### src/rtl/float_gt_compare.sv
// Registered IEEE-754 "float1 > float2" comparator, one-cycle latency, full throughput.
// Optional `unordered` output enabled by defining FLOAT_GT_UNORDERED_EN.
module float_gt_compare #(
  parameter int unsigned EXP_W = 8,
  parameter int unsigned MAN_W = 23
) (
  input  logic                     clk,
  input  logic                     reset,
  input  logic                     in_valid,
  input  logic [EXP_W+MAN_W:0]     float1,
  input  logic [EXP_W+MAN_W:0]     float2,
  output logic                     out_valid,
`ifdef FLOAT_GT_UNORDERED_EN
  output logic                     unordered,
`endif
  output logic                     gt
);

  localparam int unsigned W     = 1 + EXP_W + MAN_W;
  localparam int unsigned MAG_W = EXP_W + MAN_W;

  logic             sign1, sign2;
  logic [MAG_W-1:0] mag1, mag2;
  logic             nan1, nan2;
  logic             any_nan;
  logic             gt_next;

  assign sign1 = float1[W-1];
  assign sign2 = float2[W-1];
  assign mag1  = float1[MAG_W-1:0];
  assign mag2  = float2[MAG_W-1:0];
  assign nan1  = (&float1[W-2:MAN_W]) && (|float1[MAN_W-1:0]);
  assign nan2  = (&float2[W-2:MAN_W]) && (|float2[MAN_W-1:0]);
  assign any_nan = nan1 || nan2;

  // Sign-magnitude ordering: the magnitude field orders subnormals and infinities directly.
  always_comb begin
    gt_next = 1'b0;
    if (any_nan) begin
      gt_next = 1'b0;
    end else if ((mag1 == '0) && (mag2 == '0)) begin
      gt_next = 1'b0;
    end else if (sign1 != sign2) begin
      gt_next = ~sign1;
    end else if (!sign1) begin
      gt_next = (mag1 > mag2);
    end else begin
      gt_next = (mag1 < mag2);
    end
  end

  always_ff @(posedge clk or posedge reset) begin
    if (reset) begin
      out_valid <= 1'b0;
      gt        <= 1'b0;
    end else begin
      out_valid <= in_valid;
      if (in_valid) begin
        gt <= gt_next;
      end
    end
  end

`ifdef FLOAT_GT_UNORDERED_EN
  always_ff @(posedge clk or posedge reset) begin
    if (reset) begin
      unordered <= 1'b0;
    end else if (in_valid) begin
      unordered <= any_nan;
    end
  end
`endif

endmodule

### config.mk
export PLATFORM = sky130hd
export DESIGN_NAME = float_gt_compare
export DESIGN_NICKNAME = d
export VERILOG_FILES = /design/src/rtl/float_gt_compare.sv
export SDC_FILE = /design/constraint.sdc
export NUM_CORES = 1
export LEC_CHECK = 0
export ABC_AREA = 1
export CAP_MARGIN = 30
export CORE_ASPECT_RATIO = 0.6
export CORE_MARGIN = 2
export CORE_UTILIZATION = 43
export CTS_CLUSTER_DIAMETER = 50
export DETAILED_ROUTE_END_ITERATION = 12
export MAX_ROUTING_LAYER = met4
export PLACE_DENSITY = 0.87
export SLEW_MARGIN = 10
export SYNTH_ARGS = -nofsm -noshare
export SYNTH_HDL_FRONTEND = slang
export SYNTH_SLANG_ARGS = --single-unit
### constraint.sdc
create_clock -name clk -period 1.1 [get_ports clk]
set_input_delay 0.11 -clock clk [delete_from_list [all_inputs] [get_ports clk]]
set_output_delay 0.11 -clock clk [all_outputs]
set_load 0.01 [all_outputs]
==> metrics.txt, run 1 <==
fin nets=443; vias in the first global route=2,114; synthesis-to-layout area growth=101%; num ports=between 60 and 70; CP required=between 1 and 1.5 ns; # H-tree levels=1; post-route ant nets=0; pwr/cell area=561 mW/mm^2; Post-Place Worst Slack=-0.752 ns; final number of setup-violating endpoints=1; placer congestion estimate=0.893; Synth area leader=ha_1; placed insts=~370; Max clock buf depth=2; hpwl dp=3770 um; first-pass GRT wire length=~9600 um; start point of the critical path=float1[23]; routed vias/inst=6.03; post-layout instance count excluding filler cells=385; sequential area share after synthesis=0.0383; drt first pass iters=5; grt ovf=0; FF+latch count, synth=2; fmax=roughly 0.76 GHz; drt initial violations=283; reg-to-reg endpoint=gt$_DFFE_PP0P_; final wirelength=7520 um; Hold Crit Class=in -> async; Hold Vio Cnt, Final=0; # port buffers=68; largest net degree at the start of global routing=4; CTS tree=yes; CP max stage delay=~0.23 ns; failing checks=setup timing; slew margin rel.=0.809; Max IR drop VDD=0.000538 V; Critical Path AT=1.41 ns; worst setup path category=in -> reg; fin util=0.910; slowest stage cell, crit path=clkdlybuf4s15_1; Core Box Area=around 0.0029 sq mm; Hold Buf Count CTS=0; Gate Count Post-Synth=242; Fin Setup TNS=-0.210 ns; routed len/inst=between 15 and 20 um; crit path to=gt$_DFFE_PP0P_; Syn Area/Cell=5.40 sq um; setup slack, reg-to-reg=roughly 0.47 ns; Clock Pin Slew Worst Setup and Hold Paths=0.03 ns; Min Clock Period, post-route=1.31 ns; element type at the critical path start=primary input; Die Wd=about 75 um; antenna diode count=0; max_cap viols=0; top cells by area, synth=ha_1 30%, nand2_1 20%, inv_1 15%; Setup WS post-layout=-0.210 ns; Netlist cell types=16; DP Area=0.00221 sq mm; worst-path maximum fanout=2; Warnings, synthesis=0; share of cells above drive strength 1=0.554; CP Cell Sequence=clkdlybuf4s15_1 > ha_4 > nand2_2 > nand2_1 > nand2_1 > nand2_1 > nand2_1 > nand2_1 > a21oi_2 > nand2_2 > nand2_1 > nand2_1 > nand2_1 > nand2_1; root buffer cell=clkbuf_8; most frequent cell on the critical path=nand2_1; Synth Cell Area=0.00131 sq mm; Leak=roughly 1.3 nW; Synth Net Count=340; worst slew pin tran=0.286 ns; DR DRC count=0; Sink Count=2; Final Max Tran Viols=0; Die Y=around 47 um; total CTS buffers=3; post-route cell area=0.00263 sq mm; CP endpoint kind=register; critical path depth=14; row cnt=15; Starting Density=0.452; initial antenna violation count=0; total track usage=0.383; Crit path max-delay family=simple AND/OR/NAND/NOR gates; Final period util=1.19; worst r2r path cells=2; RSZ-0062 raised after global routing=yes; share of the synthesized area in the top cell type=0.297; run status=finished, violations left; worst skew pair latency=0.21 ns; vias=2,320; Worst R2R Start=gt$_DFFE_PP0P_; Buf/Inv on CP=1; Final Skew=0 ns; die area=between 0.003 and 0.004 sq mm
==> Yosys cell counts <==
master and instances:
a21o_1 2, a21oi_1 12, dfrtp_1 2, ha_1 31
inv_1 53, nand2_1 69, nand2_2 1, nand3_1 10
nand3_2 1, nand4_1 8, nor2_1 46, nor2_2 3
nor3_1 1, nor3_2 1, nor3b_1 1, o21ai_0 1
==> final cells by class <==
| class | instances | area [sq um] |
|---|---|---|
| clock buffers | 3 | 41.3 |
| fillers | 136 | 262 |
| inverters | 53 | 206 |
| multi-input cells | 187 | 1560 |
| flip-flops and latches | 2 | 50.0 |
| well taps | 42 | 52.6 |
| repair buffers | 98 | 718 |
==> kinds of logic (layout without fill, tap and decap cells) <==
logic type	Yosys count	after routing	synth area share
AOI/OAI and AO/OA	15	15	0.0613
adders and majority gates	31	31	0.297
buffers and inverters	53	154	0.152
DFF	2	2	0.0383
and+or+nand+nor	141	141	0.451
==> registers in the layout, summed over array words and instances (netlist names) <==
name	count
out_valid	1
gt	1
==> worst min path at each step <==
stage / from / to / slack (ns)
global placement: reset / out_valid$_DFF_PP0_ / 0.27
floorplan: reset / gt$_DFFE_PP0P_ / -0.15
detailed placement: reset / gt$_DFFE_PP0P_ / 0.27
global route: reset / gt$_DFFE_PP0P_ / 0.09
CTS: reset / gt$_DFFE_PP0P_ / 0.05
finish: reset / gt$_DFFE_PP0P_ / 0.06
==> stage by stage <==
stage               power [mW]  hold slack [ns]
floorplan                0.397           -0.149
global placement         0.801            0.270
detailed placement       0.825            0.273
CTS                       1.26           0.0549
global route              1.57           0.0896
finish                    1.48           0.0601
==> placed cells by master, fill, tap and decap left out, types with 3 or more instances in the layout <==
| master | n |
|---|---|
| inv_1 | 20 |
| ha_4 | 29 |
| inv_4 | 3 |
| nand3_1 | 8 |
| buf_4 | 31 |
| inv_2 | 30 |
| nor2_1 | 43 |
| buf_2 | 31 |
| a21oi_1 | 6 |
| nand4_1 | 8 |
| clkdlybuf4s50_1 | 4 |
| nor2_2 | 3 |
| nand2_4 | 7 |
| nand2_2 | 8 |
| a21oi_2 | 6 |
| nand3_2 | 3 |
| clkbuf_2 | 11 |
| clkbuf_8 | 3 |
| nor2_4 | 3 |
| buf_6 | 15 |
| dlygate4sd2_1 | 3 |
| nand2_1 | 55 |
==> layer usage <==
| metal | vias to the layer above | track usage | routed length, um |
|---|---|---|---|
| met5 | - | - | 0 |
| met4 | 0 | 0.119 | 610 |
| met3 | 87 | 0.0700 | 862 |
| met2 | 244 | 0.714 | 3380 |
| met1 | 1030 | 0.422 | 2660 |
| li1 | 959 | - | - |
==> timing repair <==
item,CTS,global route
setup buffers,6,5
pin swaps,54,45
resized for setup,289,71
setup endpoints to repair,3,1
==> report_power, final <==
part	internal [mW]	switching [mW]	total, mW
logic	0.541	0.557	1.10
clock network	0.231	0.0594	0.291
registers	0.0814	0.00447	0.0859
(Power assumes the default switching activity.)
==> run 2, diff against run 1 <==
--- a/config.mk
+++ b/config.mk
@@ -14,6 +14,7 @@
 export DETAILED_ROUTE_END_ITERATION = 12
 export MAX_ROUTING_LAYER = met4
 export PLACE_DENSITY = 0.87
+export SKIP_LAST_GASP = 1
 export SLEW_MARGIN = 10
 export SYNTH_ARGS = -nofsm -noshare
 export SYNTH_HDL_FRONTEND = slang
==> run 2 against run 1 <==
  * The flow still finishes with violations (setup timing)
  * Clock power up 2%
  * Cell count grew 0.26%
  * Clock skew is the same
  * Via count grew 4.6%
  * Wire length increased by 13%
==> metrics.txt, run 2 (same netlist as run 1, synthesis figures left out) <==
run status=finished, violations left; failing checks=setup timing; drt initial violations=between 400 and 500; fmax=0.631 GHz; grt ovf=0; element type at the critical path start=primary input; routed len/inst=21.9 um; Critical Path AT=1.74 ns; Starting Density=0.452; CP Cell Sequence=dlygate4sd2_1 > ha_2 > inv_1 > nand3_1 > nand2_1 > nand2_2 > nand2_2 > nand2_2 > nand2_1 > nand2_1 > nand2_2 > nand2_1 > nand2_1 > nand2_1 > nand2_2; Worst R2R Start=gt$_DFFE_PP0P_; Fin Setup TNS=-0.485 ns; combinational power share=0.753; final number of setup-violating endpoints=1; CP endpoint kind=register; Max IR drop VDD=0.000410 V; Regs by FF count=gt: 1 flops, out_valid: 1 flops; Buf/Inv on CP=2; worst slew pin tran=0.303 ns; worst setup path category=in -> reg; total CTS buffers=3; Final Skew=0 ns; placer congestion estimate=approximately 0.89; fin nets=444; root buffer cell=clkbuf_8; worst-path maximum fanout=2; routed vias/inst=6.28; Hold Crit Class=in -> async; Post-Place Worst Slack=-0.752 ns; Final period util=1.44; Pwr Total=between 1.5 and 2 mW; Hold Vio Cnt, Final=0; vias=2,426; num ports=69; CP required=roughly 1.3 ns; Final Max Tran Viols=0; most common cell after layout, fill and taps aside=nand2_1; final wirelength=between 8000 and 9000 um; Sink Count=2; post-route cell area=0.00266 sq mm; CTS tree=yes; Crit path max-delay family=simple AND/OR/NAND/NOR gates; Hold Buf Count CTS=0; # H-tree levels=1; P_sw=0.673 mW; antenna diode count=0; Clock power frac=0.192; Setup WS post-layout=-0.485 ns; P_int=0.866 mW; # port buffers=68; DP Area=0.00221 sq mm; Die Wd=75.2 um; initial antenna violation count=0; Min Clock Period, post-route=roughly 1.6 ns; post-route ant nets=0; Leak=~1.3 nW; Die Y=~47 um; share of cells above drive strength 1=0.547; die area=0.00351 sq mm; DR DRC count=0; max_cap viols=0; most frequent cells in the layout=51 x nand2_1, 44 x nor2_1, 32 x buf_4, 29 x ha_4, 29 x buf_2; start point of the critical path=float2[0]; slew margin rel.=0.797; synthesis-to-layout area growth=104%; hpwl dp=3770 um; Clock Pin Slew Worst Setup and Hold Paths=roughly 0.03 ns; worst skew pair latency=0.21 ns; Max clock buf depth=2; first-pass GRT wire length=11,800 um; total track usage=0.481; most frequent cell on the critical path=nand2_1; pwr/cell area=around 580 mW/mm^2; Core Box Area=a little under 0.003 sq mm; vias in the first global route=2,424; drt first pass iters=6; Sw Share=0.437; slowest stage cell, crit path=dlygate4sd2_1; RSZ-0062 raised after global routing=yes; largest net degree at the start of global routing=4; row cnt=15; Flop pwr share=0.055; CP max stage delay=0.27 ns
[run 2: cell count changes in the layout (fill, tap and decap cells not counted), moves of 3 or more]
cell / delta
inv_2: -3
buf_6: -5
clkdlybuf4s15_2: +6
nand2_1: -4
nand2_2: +4
[run 2: timing repair]
action,CTS,global route
setup buffers,6,6
pin swaps,54,38
endpoints found under the hold margin,0,0
endpoints found under the setup margin,3,1
gates resized for setup,279,62
[run 2: final cells by class]
| cell class | instances | area, sq um |
|---|---|---|
| fill | 105 | 230 |
| clock buffer | 3 | 41.3 |
| tap | 42 | 52.6 |
| sequential | 2 | 50.0 |
| timing repair buffer | 99 | 736 |
| multi-input combinational | 187 | 1570 |
| inverter | 53 | 209 |
[run 2: worst paths after layout]
path                                             to  slack, ns  cells after the start
max in group asynchronous            gt$_DFFE_PP0P_       0.93                      2
worst min-delay path            out_valid$_DFF_PP0_       0.06                      2
worst max-delay path                 gt$_DFFE_PP0P_      -0.48                     15
worst min register to register       gt$_DFFE_PP0P_       0.51                      2
worst max register to register       gt$_DFFE_PP0P_       0.48                      2
min in group clk                out_valid$_DFF_PP0_       0.43                      1
[run 2: power groups by stage]
| stage | Combinational, mW | Clock, mW | Sequential [mW] |
|---|---|---|---|
| finish | 1.16 | 0.296 | 0.0851 |
| global route | 1.23 | 0.301 | 0.0855 |
| CTS | 0.882 | 0.291 | 0.0847 |
| detailed placement | 0.739 | 0 | 0.0857 |
| global placement | 0.716 | 0 | 0.0852 |
| floorplan | 0.308 | 0 | 0.0888 |
[run 2: routing by layer]
metal  vias to the layer above  GRT usage  share of wire
met5                         -          -              0
met4                         0      0.277           0.10
met3                       117      0.256           0.16
met2                       305      0.747           0.41
met1                      1042      0.492           0.33
li1                        962          -              -
[run 2: worst reg2reg max path: cells and delay by family (launching register included)]
| family | cells | cell delay (ns) |
|---|---|---|
| simple gates | 2 | 0.14 |
| flops | 1 | 0.37 |
[run 2: per-stage QoR]
| stage | utilization | std cells | hold WS, ns |
|---|---|---|---|
| after floorplan | - | 242 | -0.149 |
| after detailed placement | 0.766 | 371 | 0.273 |
| after global placement | 0.766 | 371 | 0.270 |
| final | 0.920 | 386 | 0.0630 |
| after global routing | 0.920 | 386 | 0.0839 |
| after CTS | 0.882 | 380 | 0.0549 |
